`src/rtl/cordic_phase_track_if.sv`:
```
// Sample/result bundle between the CORDIC vectoring stage and the phase tracker.
// The master drives the samples and the threshold. The slave returns the tracked results.
interface cordic_phase_track_if #(
    parameter int W_NIO   = 16,
    parameter int W_ACC   = 32,
    parameter int LOG_DEC = 4
);
    logic                     in_vld;
    logic [W_NIO-1:0]         in_ph;
    logic [W_NIO-1:0]         in_mag;
    logic [W_NIO-1:0]         mag_th;
    logic                     clr;
    logic [W_ACC-1:0]         uph;
    logic [W_NIO+LOG_DEC-1:0] frq;
    logic                     frq_vld;
    logic                     locked;
    logic                     los;

    modport master (
        output in_vld, in_ph, in_mag, mag_th, clr,
        input  uph, frq, frq_vld, locked, los
    );

    modport slave (
        input  in_vld, in_ph, in_mag, mag_th, clr,
        output uph, frq, frq_vld, locked, los
    );
endinterface

```
`src/rtl/cordic_phase_track.sv`:
```
// Phase tracker fed by the CORDIC core: magnitude gating, phase unwrapping,
// a decimated frequency estimate and lock tracking. Latency is two cycles.
module cordic_phase_track #(
    parameter int W_NIO   = 16,
    parameter int W_ACC   = 32,
    parameter int LOG_DEC = 4,
    parameter int LOCK_N  = 8
) (
    input  logic                 clk,
    input  logic                 rst_n,
    cordic_phase_track_if.slave  bus
);
    localparam int W_FRQ = W_NIO + LOG_DEC;
    localparam logic [7:0] LOCK_N_C = 8'(LOCK_N);

    typedef enum logic {S_INIT = 1'b0, S_RUN = 1'b1} state_t;

    logic             vld_q;
    logic [W_NIO-1:0] ph_q;
    logic [W_NIO-1:0] mag_q;
    logic             clr_q;

    state_t             state_q, state_d;
    logic [W_NIO-1:0]   ph_prev_q, ph_prev_d;
    logic [W_ACC-1:0]   uph_q, uph_d;
    logic [W_FRQ-1:0]   dec_acc_q, dec_acc_d;
    logic [LOG_DEC-1:0] dec_cnt_q, dec_cnt_d;
    logic [7:0]         good_cnt_q, good_cnt_d;
    logic [W_FRQ-1:0]   frq_q, frq_d;
    logic               frq_vld_q, frq_vld_d;
    logic               locked_q, locked_d;
    logic               los_q, los_d;

    logic             good_s;
    logic             bad_s;
    logic             last_s;
    logic [W_NIO-1:0] d_s;
    logic [W_ACC-1:0] d_acc_s;
    logic [W_FRQ-1:0] d_frq_s;

    // Input capture stage.
    always_ff @(posedge clk) begin
        if (!rst_n) begin
            vld_q <= 1'b0;
            ph_q  <= {W_NIO{1'b0}};
            mag_q <= {W_NIO{1'b0}};
            clr_q <= 1'b0;
        end else begin
            vld_q <= bus.in_vld;
            ph_q  <= bus.in_ph;
            mag_q <= bus.in_mag;
            clr_q <= bus.clr;
        end
    end

    // Modular subtraction wraps the step naturally into [-Pi, +Pi).
    assign good_s  = vld_q & ~mag_q[W_NIO-1] & (mag_q >= bus.mag_th);
    assign bad_s   = vld_q & ~good_s;
    assign last_s  = (dec_cnt_q == {LOG_DEC{1'b1}});
    assign d_s     = ph_q - ph_prev_q;
    assign d_acc_s = {{(W_ACC-W_NIO){d_s[W_NIO-1]}}, d_s};
    assign d_frq_s = {{LOG_DEC{d_s[W_NIO-1]}}, d_s};

    // Tracking state machine and accumulator next-state logic.
    always_comb begin
        state_d    = state_q;
        ph_prev_d  = ph_prev_q;
        uph_d      = uph_q;
        dec_acc_d  = dec_acc_q;
        dec_cnt_d  = dec_cnt_q;
        good_cnt_d = good_cnt_q;
        frq_d      = frq_q;
        frq_vld_d  = 1'b0;
        locked_d   = locked_q;
        los_d      = 1'b0;
        case (state_q)
            S_INIT: begin
                if (good_s) begin
                    ph_prev_d  = ph_q;
                    state_d    = S_RUN;
                    good_cnt_d = 8'd1;
                    locked_d   = (LOCK_N_C == 8'd1);
                end else begin
                    state_d = S_INIT;
                end
            end
            S_RUN: begin
                if (good_s) begin
                    ph_prev_d = ph_q;
                    uph_d     = uph_q + d_acc_s;
                    if (last_s) begin
                        frq_d     = dec_acc_q + d_frq_s;
                        frq_vld_d = 1'b1;
                        dec_acc_d = {W_FRQ{1'b0}};
                        dec_cnt_d = {LOG_DEC{1'b0}};
                    end else begin
                        dec_acc_d = dec_acc_q + d_frq_s;
                        dec_cnt_d = dec_cnt_q + {{(LOG_DEC-1){1'b0}}, 1'b1};
                    end
                    if (good_cnt_q < LOCK_N_C) begin
                        good_cnt_d = good_cnt_q + 8'd1;
                    end else begin
                        good_cnt_d = LOCK_N_C;
                    end
                    if (({1'b0, good_cnt_q} + 9'd1) >= {1'b0, LOCK_N_C}) begin
                        locked_d = 1'b1;
                    end else begin
                        locked_d = locked_q;
                    end
                end else if (bad_s) begin
                    state_d    = S_INIT;
                    dec_acc_d  = {W_FRQ{1'b0}};
                    dec_cnt_d  = {LOG_DEC{1'b0}};
                    good_cnt_d = 8'd0;
                    locked_d   = 1'b0;
                    los_d      = locked_q;
                end else begin
                    state_d = S_RUN;
                end
            end
            default: begin
                state_d = S_INIT;
            end
        endcase
        // Clear wins over this cycle's accumulation; the window is untouched.
        if (clr_q) begin
            uph_d = {W_ACC{1'b0}};
        end else begin
            uph_d = uph_d;
        end
    end

    // Update stage registers.
    always_ff @(posedge clk) begin
        if (!rst_n) begin
            state_q    <= S_INIT;
            ph_prev_q  <= {W_NIO{1'b0}};
            uph_q      <= {W_ACC{1'b0}};
            dec_acc_q  <= {W_FRQ{1'b0}};
            dec_cnt_q  <= {LOG_DEC{1'b0}};
            good_cnt_q <= 8'd0;
            frq_q      <= {W_FRQ{1'b0}};
            frq_vld_q  <= 1'b0;
            locked_q   <= 1'b0;
            los_q      <= 1'b0;
        end else begin
            state_q    <= state_d;
            ph_prev_q  <= ph_prev_d;
            uph_q      <= uph_d;
            dec_acc_q  <= dec_acc_d;
            dec_cnt_q  <= dec_cnt_d;
            good_cnt_q <= good_cnt_d;
            frq_q      <= frq_d;
            frq_vld_q  <= frq_vld_d;
            locked_q   <= locked_d;
            los_q      <= los_d;
        end
    end

    assign bus.uph     = uph_q;
    assign bus.frq     = frq_q;
    assign bus.frq_vld = frq_vld_q;
    assign bus.locked  = locked_q;
    assign bus.los     = los_q;
endmodule

```
`src/flat_wrapper.sv`:
```
// flat-port wrapper written by rule: the top's interface ports become plain ports
module cordic_phase_track_flat 
#(
    parameter int W_NIO   = 16,
    parameter int W_ACC   = 32,
    parameter int LOG_DEC = 4,
    parameter int LOCK_N  = 8
)
  (clk, rst_n, bus_in_vld, bus_in_ph, bus_in_mag, bus_mag_th, bus_clr, bus_uph, bus_frq, bus_frq_vld, bus_locked, bus_los);
  cordic_phase_track_if #(.W_NIO(W_NIO), .W_ACC(W_ACC), .LOG_DEC(LOG_DEC)) bus_i ();
  input  logic clk;
  input  logic rst_n;
  input wire logic [$bits(bus_i.in_vld)-1:0] bus_in_vld;
  input wire logic [$bits(bus_i.in_ph)-1:0] bus_in_ph;
  input wire logic [$bits(bus_i.in_mag)-1:0] bus_in_mag;
  input wire logic [$bits(bus_i.mag_th)-1:0] bus_mag_th;
  input wire logic [$bits(bus_i.clr)-1:0] bus_clr;
  output wire logic [$bits(bus_i.uph)-1:0] bus_uph;
  output wire logic [$bits(bus_i.frq)-1:0] bus_frq;
  output wire logic [$bits(bus_i.frq_vld)-1:0] bus_frq_vld;
  output wire logic [$bits(bus_i.locked)-1:0] bus_locked;
  output wire logic [$bits(bus_i.los)-1:0] bus_los;
  assign bus_i.in_vld = bus_in_vld;
  assign bus_i.in_ph = bus_in_ph;
  assign bus_i.in_mag = bus_in_mag;
  assign bus_i.mag_th = bus_mag_th;
  assign bus_i.clr = bus_clr;
  assign bus_uph = bus_i.uph;
  assign bus_frq = bus_i.frq;
  assign bus_frq_vld = bus_i.frq_vld;
  assign bus_locked = bus_i.locked;
  assign bus_los = bus_i.los;
  cordic_phase_track #(.W_NIO(W_NIO), .W_ACC(W_ACC), .LOG_DEC(LOG_DEC), .LOCK_N(LOCK_N)) u_core (.clk(clk), .rst_n(rst_n), .bus(bus_i));
endmodule
```
`config.mk`:
```
export PLATFORM = sky130hd
export DESIGN_NAME = cordic_phase_track_flat
export DESIGN_NICKNAME = d
export VERILOG_FILES = /design/src/rtl/cordic_phase_track_if.sv /design/src/rtl/cordic_phase_track.sv /design/src/flat_wrapper.sv
export SDC_FILE = /design/constraint.sdc
export NUM_CORES = 1
export LEC_CHECK = 0
export ABC_AREA = 1
export CAP_MARGIN = 20
export CORE_MARGIN = 5
export CORE_UTILIZATION = 41
export DETAILED_ROUTE_END_ITERATION = 8
export GPL_ROUTABILITY_DRIVEN = 0
export SYNTH_ARGS = -nofsm -noshare
export SYNTH_HDL_FRONTEND = slang
export SYNTH_SLANG_ARGS = --single-unit
```
`constraint.sdc`:
```
create_clock -name clk -period 3.85 [get_ports clk]
set_input_delay 0.77 -clock clk [delete_from_list [all_inputs] [get_ports clk]]
set_output_delay 0.77 -clock clk [all_outputs]
set_load 0.05 [all_outputs]
```
==> results of run 1 <==
registers in the layout, indices dropped and copies added (netlist names):
signal	cells
u_core.bus.frq_vld	1
u_core.dec_cnt_q	4
u_core.dec_acc_q	20
u_core.state_q	1
u_core.bus.frq	20
u_core.good_cnt_q	8
u_core.vld_q	1
u_core.bus.los	1
u_core.mag_q	16
u_core.ph_q	16
u_core.ph_prev_q	16
u_core.bus.locked	1
u_core.clr_q	1
u_core.bus.uph	32
worst max-delay path, delay by kind of cell, from the launching register on:
| kind | cells | cell delay (ns) |
|---|---|---|
| AO/OA/AOI/OAI | 3 | 0.93 |
| buffers and inverters | 2 | 0.23 |
| adder cells (fa/ha/maj) | 2 | 0.73 |
| flip-flops | 1 | 0.30 |
| AND/OR/NAND/NOR | 14 | 1.24 |
metal layers:
| metal | part of all wire | vias up | global-route usage | routed length [µm] |
|---|---|---|---|---|
| met5 | 0 | - | 0 | 0 |
| met3 | 0.046 | 41 | 0.0366 | 1110 |
| met2 | 0.47 | 194 | 0.335 | 11400 |
| met1 | 0.46 | 3811 | 0.262 | 11200 |
| met4 | 0.021 | 0 | 0.0627 | 513 |
| li1 | - | 4485 | - | - |
where the power goes:
| part | internal (mW) | leakage, nW | switching, mW |
|---|---|---|---|
| Sequential | 1.45 | 1.12 | 0.0122 |
| Clock | 0.871 | 0.277 | 0.748 |
| Combinational | 0.344 | 3.78 | 0.621 |
| Total | 2.67 | 5.17 | 1.38 |
worst paths after layout:
path,startpoint,to,slack [ns],depth (start not counted)
worst min-delay path,u_core.ph_prev_q[13],u_core.ph_prev_q[13],0.46,2
worst max-delay path,u_core.ph_prev_q[8],u_core.bus.uph[26],0.31,21
worst max register to register,u_core.ph_prev_q[8],u_core.bus.uph[26],0.31,21
worst min register to register,u_core.ph_prev_q[13],u_core.ph_prev_q[13],0.46,2
placed cells by master (no fill, tap or decap), drive strengths merged:
cell / synthesis / final
and3: 1 / 1
clkdlybuf4s50: 0 / 105
xor2: 24 / 24
nor3: 15 / 15
ha: 85 / 85
clkbuf: 16 / 18
nor4: 3 / 3
o22ai: 1 / 1
clkinvlp: 0 / 2
o211ai: 2 / 2
a21oi: 163 / 163
and2: 2 / 2
o21bai: 14 / 14
a21o: 7 / 7
nand2: 345 / 345
a31oi: 1 / 1
inv: 169 / 180
nand3b: 5 / 5
dfxtp: 138 / 138
xnor2: 24 / 24
a211oi: 1 / 1
nor2: 106 / 106
a21boi: 1 / 1
or2: 4 / 4
nand4: 15 / 15
fa: 3 / 3
a31o: 2 / 2
o21a: 3 / 3
nand3: 67 / 67
buf: 13 / 12
clkinv: 0 / 1
o21ai: 77 / 77
synthesized netlist by cell type:
| cell type | count |
|---|---|
| nand2_4 | 1 |
| and3_1 | 1 |
| nor2_1 | 104 |
| a21o_1 | 7 |
| or2_2 | 4 |
| nand2_2 | 2 |
| o21a_1 | 3 |
| nor3_2 | 1 |
| o22ai_1 | 1 |
| nor3_1 | 14 |
| o21ai_2 | 1 |
| o21ai_0 | 70 |
| fa_1 | 3 |
| buf_6 | 2 |
| nand3b_1 | 5 |
| o21ai_1 | 6 |
| inv_1 | 167 |
| nor4_1 | 3 |
| buf_2 | 6 |
| a21oi_1 | 163 |
| dfxtp_1 | 138 |
| nand3_1 | 66 |
| nand4_2 | 1 |
| a31o_2 | 2 |
| clkbuf_1 | 16 |
| o211ai_1 | 2 |
| xor2_1 | 24 |
| xnor2_1 | 24 |
| a31oi_1 | 1 |
| inv_2 | 2 |
| nand3_2 | 1 |
| nand4_1 | 14 |
| nor2_4 | 1 |
| and2_1 | 2 |
| o21bai_1 | 14 |
| a211oi_1 | 1 |
| a21boi_0 | 1 |
| nor2_8 | 1 |
| ha_1 | 85 |
| nand2_1 | 342 |
| buf_4 | 5 |
final cells by class:
class / count / area (µm²)
fill: 2132 / 10300
multi-input combinational: 971 / 5370
sequential: 138 / 2760
timing repair buffer: 117 / 1160
inverter: 169 / 634
clock buffer: 18 / 439
tap: 275 / 344
clock inverter: 14 / 126
cell families after synthesis:
family	share of synthesized area
and+or+nand+nor	0.264
AOI/OAI and AO/OA	0.163
buffers and inverters	0.0883
DFF	0.311
adders and majority gates	0.126
xor gates and xnor gates	0.0473
==> reports/metrics.yaml, run 1 <==
tritoncts: "built"
yosysWarnings: 0
syn2layout_area_growth_pct: 22.0
fin_setup_tns_ns: 0
synthCells: 1307
synth_nets: 1447
outcome: "finished, final reports clean"
fin_ws_ns: 0.308
die-height_um: 157
dp_hpwl_um: 18600
antenna_found_initial: 0
fin_nets: 1554
first_pass_iters: 6
whs_ns: 0.459
synth_seq_cells: 138
grt_max_degree: 59
fp.dieW_um: 157
detail_route.wl_per_cell_um: 14.3
num_vias: 8531
hp-class: "reg2reg"
cp.required_ns: 4.17
crit_arrival_ns: 3.86
path_class: "reg2reg"
post-route-period-util: 0.920
diodes: 0
slew_headroom: 0.485
p_leak_nw: 5.17
critical_path.slowest_cell: "a21boi_0"
drc: 0
rows: 53
htree_levels: 4
drtAntennaViolNets: 0
post_cts_buffers: 0
coreArea_mm2: 0.0212
grt_usage: 0.200
rsz0062_at_grt: "no"
dp_slack_ns: 0.0905
grt_overflow_total: 0
grt_first_pass_wirelength_um: 39800
netlist.area_leader.share: 0.311
clk_pin_slew_ns: 0.06
wl_um: 24300
timing.fmax_ghz: 0.282
critical_path.max_stage_delay_ns: 0.39
power_mw: 4.05
synth_area_mm2: 0.00889
avgSynthCellArea_um2: 6.80
critical_path.cell_chain: "inv_1, ha_1, nand2_1, nand2_1, nand2_1, nand2_1, a21oi_1, nand2_1, nand2_1, nand2_1, buf_12, ha_1, a21oi_1, a21boi_0, nand2_1, nand2_1, nand3_1, nand2_1, nand2_1, nor2_1, nor2_1"
yosysTopAreaCell: "dfxtp_1"
finalSetupViolations: 0
io_pins: 107
hold_viol: 0
final_cells: 1702
crit_path_start_kind: "flip-flop"
design_area_mm2: 0.0108
endpoint_kind: "flip-flop"
dp_cells: 1670
clockRootBuffer: "clkbuf_16"
seq_area_frac_synth: 0.311
worst_pin_slew_ns: 0.772
vias_per_cell: 5.01
cts_resized: 0
portBuffers: 106
path_common_cell: "nand2_1"
first_iter_violations: 526
place_area_mm2: 0.0102
initial_core_util: 0.420
grt_pass1_vias: 8179
final_layout_size_suffix_gt1_frac: 0.0448
postCtsHoldBufs: 0
die_area_mm2: 0.0247
numCtsBuffers: 17
drv_slew: 0
fin_skew_ns: 0.0162
vdd_ir_drop_max_mv: 0.279
power.density_mw_per_mm2: 374
cts_buffer_depth: 2
fin_crit_ns: 3.54
fin_util: 0.512
clock_latency_ns: 0.44
synthDistinctLibCells: 41
cts_sinks: 138
crit_fanout: 21
synthTopCellsByArea: "dfxtp_1 (31%), nand2_1 (14%), ha_1 (12%), a21oi_1 (9.2%), inv_1 (7.1%)"
cap_violations: 0
Power figures use the tool's default switching activity.
==> run 2: changes to the inputs <==
- ABC_AREA: 1 -> default
- REMOVE_ABC_BUFFERS: default -> 1
- clock period: 3.85 -> 3 ns (I/O delays scaled with it)
==> run 2 against run 1 <==
The flow now finishes with violations (setup timing). Final cell count down 6.6%. Flip-flop and latch count is the same. Synthesized cell count is 24% lower. Area after synthesis down 7.4%. Die area down 7.0%. Fmax down 18%. Via count is 5.6% lower. Sequential power up 28%. Final area is 20% higher. Wire length fell by 2.1%. Global-route usage is 0.31 points higher. Utilization rose by 15 points.
==> reports/metrics.yaml, run 2 <==
outcome: "finished with violations"
violations: "setup timing"
r2r_end: "u_core.bus.uph[29]"
yosysTopAreaCell: "dfxtp_1"
worstRegToRegCells: 23  # +9.5%
wl_um: 23800  # -2.1%
hp-class: "reg2reg"
first_iter_violations: 308  # -41%
fin_util: 0.662  # +0.150
vias_per_cell: 5.07  # +1.1%
coreArea_mm2: 0.0196  # -7.4%
avgSynthCellArea_um2: 8.28  # +22%
grt_overflow_total: 0  # unchanged
synth_area_mm2: 0.00823  # -7.4%
yosys-top-cells-count: "dfxtp_1 (138), nand2_1 (117), a21oi_1 (89)"
design_area_mm2: 0.0130  # +20%
hold_path_depth: 2  # unchanged
vdd_ir_drop_max_mv: 0.379  # +36%
crit_path_start_kind: "flip-flop"
place_area_mm2: 0.0110  # +7.2%
fin_ws_ns: -1.30  # -1.61 ns
clk_pin_slew_ns: 0.06  # about the same
fp.dieW_um: 152  # -3.5%
synthCells: 993  # -24%
hold_viol: 0  # unchanged
cts_buffer_depth: 2  # unchanged
rsz0062_at_grt: "yes"
yosysMostFrequentCell: "dfxtp_1"
fin_nets: 1451  # -6.6%
final_common_cell: "buf_4"
hold_start: "u_core.bus.frq[2]"
power.density_mw_per_mm2: 432  # +15%
detail_route.wl_per_cell_um: 15.0  # +4.9%
cp.required_ns: 3.37  # -0.80 ns
drtAntennaViolNets: 0  # unchanged
grt_usage: 0.203  # +0.00313
diodes: 0  # unchanged
io_pins: 107  # unchanged
dp_hpwl_um: 16000  # -14%
grt_max_degree: 108  # +83%
numCtsBuffers: 17  # unchanged
worstHoldEndpoint: "u_core.bus.frq[2]"
synth_seq_cells: 138  # unchanged
async_reset_ff_frac: 0  # unchanged
die-height_um: 152  # -3.5%
slew_headroom: 0.496  # +0.0110
synthTopCellsByArea: "dfxtp_1 (34%), ha_1 (13%), a21oi_1 (5.4%), nand2_1 (5.3%), xnor2_1 (3.9%)"
rrSetupSlack_ns: -1.30  # -1.61 ns
crit_fanout: 3  # -86%
endpoint_kind: "flip-flop"
clock_latency_ns: 0.43  # about the same
post-route-period-util: 1.43  # +0.512
final_layout_size_suffix_gt1_frac: 0.309  # +0.264
synthDistinctLibCells: 64  # +56%
cap_violations: 0  # unchanged
num_vias: 8055  # -5.6%
portBuffers: 106  # unchanged
yosysWarnings: 0  # unchanged
clockRootBuffer: "clkbuf_16"
path_class: "reg2reg"
drc: 0  # unchanged
antenna_found_initial: 1  # +1
finalSetupViolations: 50  # +50
htree_levels: 4  # unchanged
timing.fmax_ghz: 0.233  # -18%
final_cell_mix: "buf_4 (205), dfxtp_1 (135), nand2_1 (111), clkdlybuf4s50_1 (105), a21oi_1 (66)"
drv_slew: 0  # unchanged
synth_edf_count: 0  # unchanged
p_leak_nw: 5.67  # +9.6%
fin_skew_ns: 0.00840  # -0.00784 ns
grt_first_pass_wirelength_um: 37600  # -5.7%
grt_pass1_vias: 7933  # -3.0%
worst_pin_slew_ns: 0.755  # -0.0175 ns
fin_crit_ns: 4.30  # +0.755 ns
seq_area_frac_synth: 0.336  # +0.0249
r2r-start: "u_core.ph_q[0]"
initial_core_util: 0.420  # about the same
cts_sinks: 138  # unchanged
synth_flop_cell: "dfxtp_1"
netlist.area_leader.share: 0.336  # +0.0249
die_area_mm2: 0.0230  # -7.0%
rows: 51  # -3.8%
tritoncts: "built"
syn2layout_area_growth_pct: 57.7
largest_reg_flops: 32  # unchanged
first_pass_iters: 4  # -2
crit_arrival_ns: 4.67  # +0.81 ns
-- run 2: per-stage QoR --
| step | hold WS [ns] | worst slack, ns | TNS (ns) | cells | total power, mW |
|---|---|---|---|---|---|
| after CTS | 0.454 | -1.31 | -38.92 | 1575 | 5.50 |
| after floorplan | 0.448 | -1.41 | -29.74 | 952 | 2.47 |
| final | 0.450 | -1.30 | -41.77 | 1589 | 5.60 |
| after global routing | 0.477 | -1.53 | -51.72 | 1589 | 5.84 |
| after detailed placement | 0.446 | -1.86 | -58.18 | 1520 | 3.02 |
| after global placement | 0.443 | -1.73 | -52.89 | 1520 | 3.02 |
-- run 2: worst max-delay path, cell delays in order, from the launching register on --
cell	delay, ns
dfxtp_2	0.33
inv_2	0.04
ha_4	0.15
fa_2	0.34
nor2b_2	0.14
o21ai_2	0.08
a21boi_2	0.17
o21ai_2	0.08
a211oi_2	0.25
o31a_1	0.20
a21o_1	0.14
a21oi_2	0.07
xnor2_2	0.28
ha_4	0.28
a21oi_4	0.16
o2111ai_2	0.13
a41o_1	0.22
and3_1	0.18
a41o_1	0.25
buf_6	0.14
a211o_1	0.26
xor2_1	0.15
nand2_1	0.08
a21oi_2	0.11
-- run 2: timing repair --
| action | in CTS | in global routing |
|---|---|---|
| buffers inserted | 29 | 18 |
| hold buffers | 0 | 0 |
| resized for setup | 137 | 72 |
| pin swaps | 87 | 68 |
| endpoints found under the setup margin | 51 | 60 |
-- run 2: area by class of cell --
type	instances	area (µm²)
Clock buffer	19	453
Clock inverter	13	179
Fill cell	1569	6620
Inverter	47	176
Multi-Input combinational cell	767	6110
Sequential cell	138	2770
Tap cell	265	332
Timing Repair Buffer	340	2960
-- run 2: per-layer routing --
layer	global-route usage	wire, µm
met1	0.245	10300
met2	0.355	11800
met3	0.0443	1130
met5	0	0
met4	0.0750	520
-- run 2: where the power goes --
part | switching, mW | internal [mW]
logic | 0.682 | 0.776
registers | 0.0148 | 1.86
clock network | 0.889 | 1.38
-- run 2: worst max path at each step --
| stage | start | end | cells past startpoint |
|---|---|---|---|
| floorplan | u_core.ph_prev_q[1] | u_core.bus.uph[30] | 18 |
| global placement | u_core.ph_q[0] | u_core.bus.uph[30] | 23 |
| detailed placement | u_core.ph_q[0] | u_core.bus.uph[30] | 23 |
| CTS | u_core.ph_q[0] | u_core.bus.uph[29] | 23 |
| global route | u_core.ph_prev_q[1] | u_core.bus.uph[30] | 22 |
| finish | u_core.ph_q[0] | u_core.bus.uph[29] | 23 |
-- run 2: cells by family (layout without fill, tap and decap cells) --
group,Yosys count,after routing,synth area share
xor+xnor,54,54,0.0575
mux,3,3,0.00365
flops,138,138,0.336
simple gates,356,356,0.215
compound gates,266,266,0.210
buf+inv,88,419,0.0411
fa+ha+maj,88,88,0.137
==> run 3: changes to the inputs <==
- CAP_MARGIN: 20 -> 15
- SETUP_SLACK_MARGIN: default -> 0.2
==> run 3 against run 2 <==
The flow still finishes with violations (setup timing). Register-to-register slack got worse by 0.10 ns. Die area is the same. Final cell count increased by 0.38%. Critical endpoint is now u_core.bus.uph[31]. Combinational power hardly changed.
==> reports/metrics.yaml, run 3 (synthesized netlist as in run 2, its figures left out) <==
outcome: "finished with violations"
violations: "setup timing"
hold_path_depth: 2  # unchanged
r2r-start: "u_core.ph_q[0]"
portBuffers: 106  # unchanged
hp-class: "reg2reg"
endpoint_kind: "flip-flop"
grt_usage: 0.201  # -0.00255
r2r_end: "u_core.bus.uph[31]"
finalSetupViolations: 60  # +20%
multi_input_area_mm2: 0.00611  # about the same
drc: 0  # unchanged
htree_levels: 4  # unchanged
worstRegToRegCells: 23  # unchanged
post-route-period-util: 1.47  # +0.0346
postCtsHoldBufs: 0  # unchanged
drtAntennaViolNets: 0  # unchanged
cts_sinks: 138  # unchanged
clkPwrFrac: 0.405  # about the same
die-height_um: 152  # unchanged
drv_slew: 0  # unchanged
num_vias: 8141  # +1.1%
rsz0062_at_grt: "yes"
p_int_mw: 4.00  # -0.18%
syn2layout_area_growth_pct: 58.8
die_area_mm2: 0.0230  # unchanged
path_class: "reg2reg"
io_pins: 107  # unchanged
final_common_cell: "buf_4"
clock_latency_ns: 0.43  # about the same
timing.fmax_ghz: 0.227  # -2.4%
slew_headroom: 0.485  # -0.0104
fin_skew_ns: 0.00954  # +0.00114 ns
largest_reg_flops: 32  # unchanged
power.density_mw_per_mm2: 427  # -1.1%
worstHoldEndpoint: "u_core.bus.frq[2]"
p_sw_frac: 0.282  # -0.00131
rrSetupSlack_ns: -1.40  # -0.10 ns
fin_util: 0.667  # +0.00492
fin_setup_tns_ns: -57.19  # -15.42 ns
power_mw: 5.58  # -0.37%
cap_violations: 0  # unchanged
crit_fanout: 3  # unchanged
hold_start: "u_core.bus.frq[2]"
grt_max_degree: 108  # unchanged
antenna_found_initial: 1  # unchanged
initial_core_util: 0.420  # unchanged
fp.dieW_um: 152  # unchanged
grt_overflow_total: 0  # unchanged
wl_um: 23600  # -0.95%
seqPwrFrac: 0.336  # about the same
first_iter_violations: 340  # +10%
combPwrFrac: 0.259  # about the same
vias_per_cell: 5.10  # +0.69%
grt_first_pass_wirelength_um: 37300  # -0.75%
worst_pin_slew_ns: 0.770  # +0.0155 ns
fin_ws_ns: -1.40  # -0.104 ns
fin_nets: 1457  # +0.41%
final_cell_mix: "buf_4 (200), dfxtp_1 (135), nand2_1 (111), clkdlybuf4s50_1 (105), ha_1 (69)"
p_leak_nw: 5.72  # +0.88%
first_pass_iters: 5  # +1
clockRootBuffer: "clkbuf_16"
numCtsBuffers: 17  # unchanged
fin_crit_ns: 4.40  # +0.104 ns
coreArea_mm2: 0.0196  # unchanged
cts_buffer_depth: 2  # unchanged
detail_route.wl_per_cell_um: 14.8  # -1.3%
crit_arrival_ns: 4.76  # +0.09 ns
grt_pass1_vias: 7871  # -0.78%
fill_cells: 1589  # +1.3%
final_layout_size_suffix_gt1_frac: 0.311  # +0.00237
seq_area_mm2: 0.00277  # unchanged
tritoncts: "built"
dp_hpwl_um: 16000  # unchanged
rows: 51  # unchanged
clk_pin_slew_ns: 0.06  # about the same
power.switching_mw: 1.57  # -0.83%
hold_viol: 0  # unchanged
crit_path_start_kind: "flip-flop"
cp.required_ns: 3.36  # about the same
diodes: 0  # unchanged
vdd_ir_drop_max_mv: 0.382  # +0.71%
run 3: cell types whose count changed in the layout (fill, tap and decap cells not counted), sizes merged:
| cell | change |
|---|---|
| buf | +6 |
run 3: repair_timing:
item | 4_1_cts | 5_1_grt
buffers inserted | 27 | 16
pin swaps | 93 | 76
gates resized for setup | 143 | 73
endpoints found under the setup margin | 56 | 74
run 3: how the worst max path moves through the flow:
stage / from / end / slack (ns) / depth (start not counted)
floorplan: u_core.ph_prev_q[1] / u_core.bus.uph[30] / -1.41 / 18
global placement: u_core.ph_q[0] / u_core.bus.uph[30] / -1.73 / 23
detailed placement: u_core.ph_q[0] / u_core.bus.uph[30] / -1.86 / 23
CTS: u_core.ph_q[0] / u_core.bus.uph[31] / -1.31 / 23
global route: u_core.ph_q[0] / u_core.bus.uph[29] / -1.63 / 24
finish: u_core.ph_q[0] / u_core.bus.uph[31] / -1.40 / 23
run 3: per-layer routing:
metal  global-route usage  share of wire  vias up
met5                    0              0        -
met4               0.0669          0.023        0
met3               0.0440          0.042       48
met2                0.348           0.49      163
met1                0.247           0.44     3793
li1                     -              -     4137
run 3: worst max-delay path, stage by stage, from the launching register on:
cell       delay, ns
dfxtp_2         0.33
inv_2           0.04
ha_4            0.16
fa_2            0.40
nor2b_2         0.13
o21ai_2         0.09
a21boi_2        0.21
o21ai_2         0.09
a211oi_2        0.23
o31a_1          0.20
a21o_1          0.13
a21oi_2         0.06
xnor2_1         0.12
buf_4           0.16
ha_4            0.29
a21oi_4         0.06
o2111ai_2       0.21
a41o_1          0.23
and3_1          0.16
a41o_1          0.16
a211oi_2        0.09
or4_4           0.49
a21o_1          0.18
a21oi_2         0.10
run 3: layout make-up:
type | instances | share of cell area
multi-input cells | 767 | 0.467
clock inverters | 13 | 0.0137
flip-flops and latches | 138 | 0.212
clock buffers | 19 | 0.0347
inverters | 47 | 0.0135
repair buffers | 346 | 0.234
well taps | 265 | 0.0254
run 3: stage by stage:
stage / hold WS, ns / std cells / setup slack, ns / area (µm²)
global route: 0.477 / 1595 / -1.63 / 13100
CTS: 0.454 / 1579 / -1.31 / 12500
global placement: 0.443 / 1520 / -1.73 / 11000
floorplan: 0.448 / 952 / -1.41 / 8070
detailed placement: 0.446 / 1520 / -1.86 / 11000
finish: 0.450 / 1595 / -1.40 / 13100
run 3: power by group through the flow:
stage	logic [mW]	clock network (mW)	registers, mW
after CTS	1.31	2.31	1.88
after detailed placement	1.11	0	1.92
after global placement	1.10	0	1.91
after floorplan	0.562	0	1.91
final	1.44	2.26	1.88
after global routing	1.56	2.39	1.88
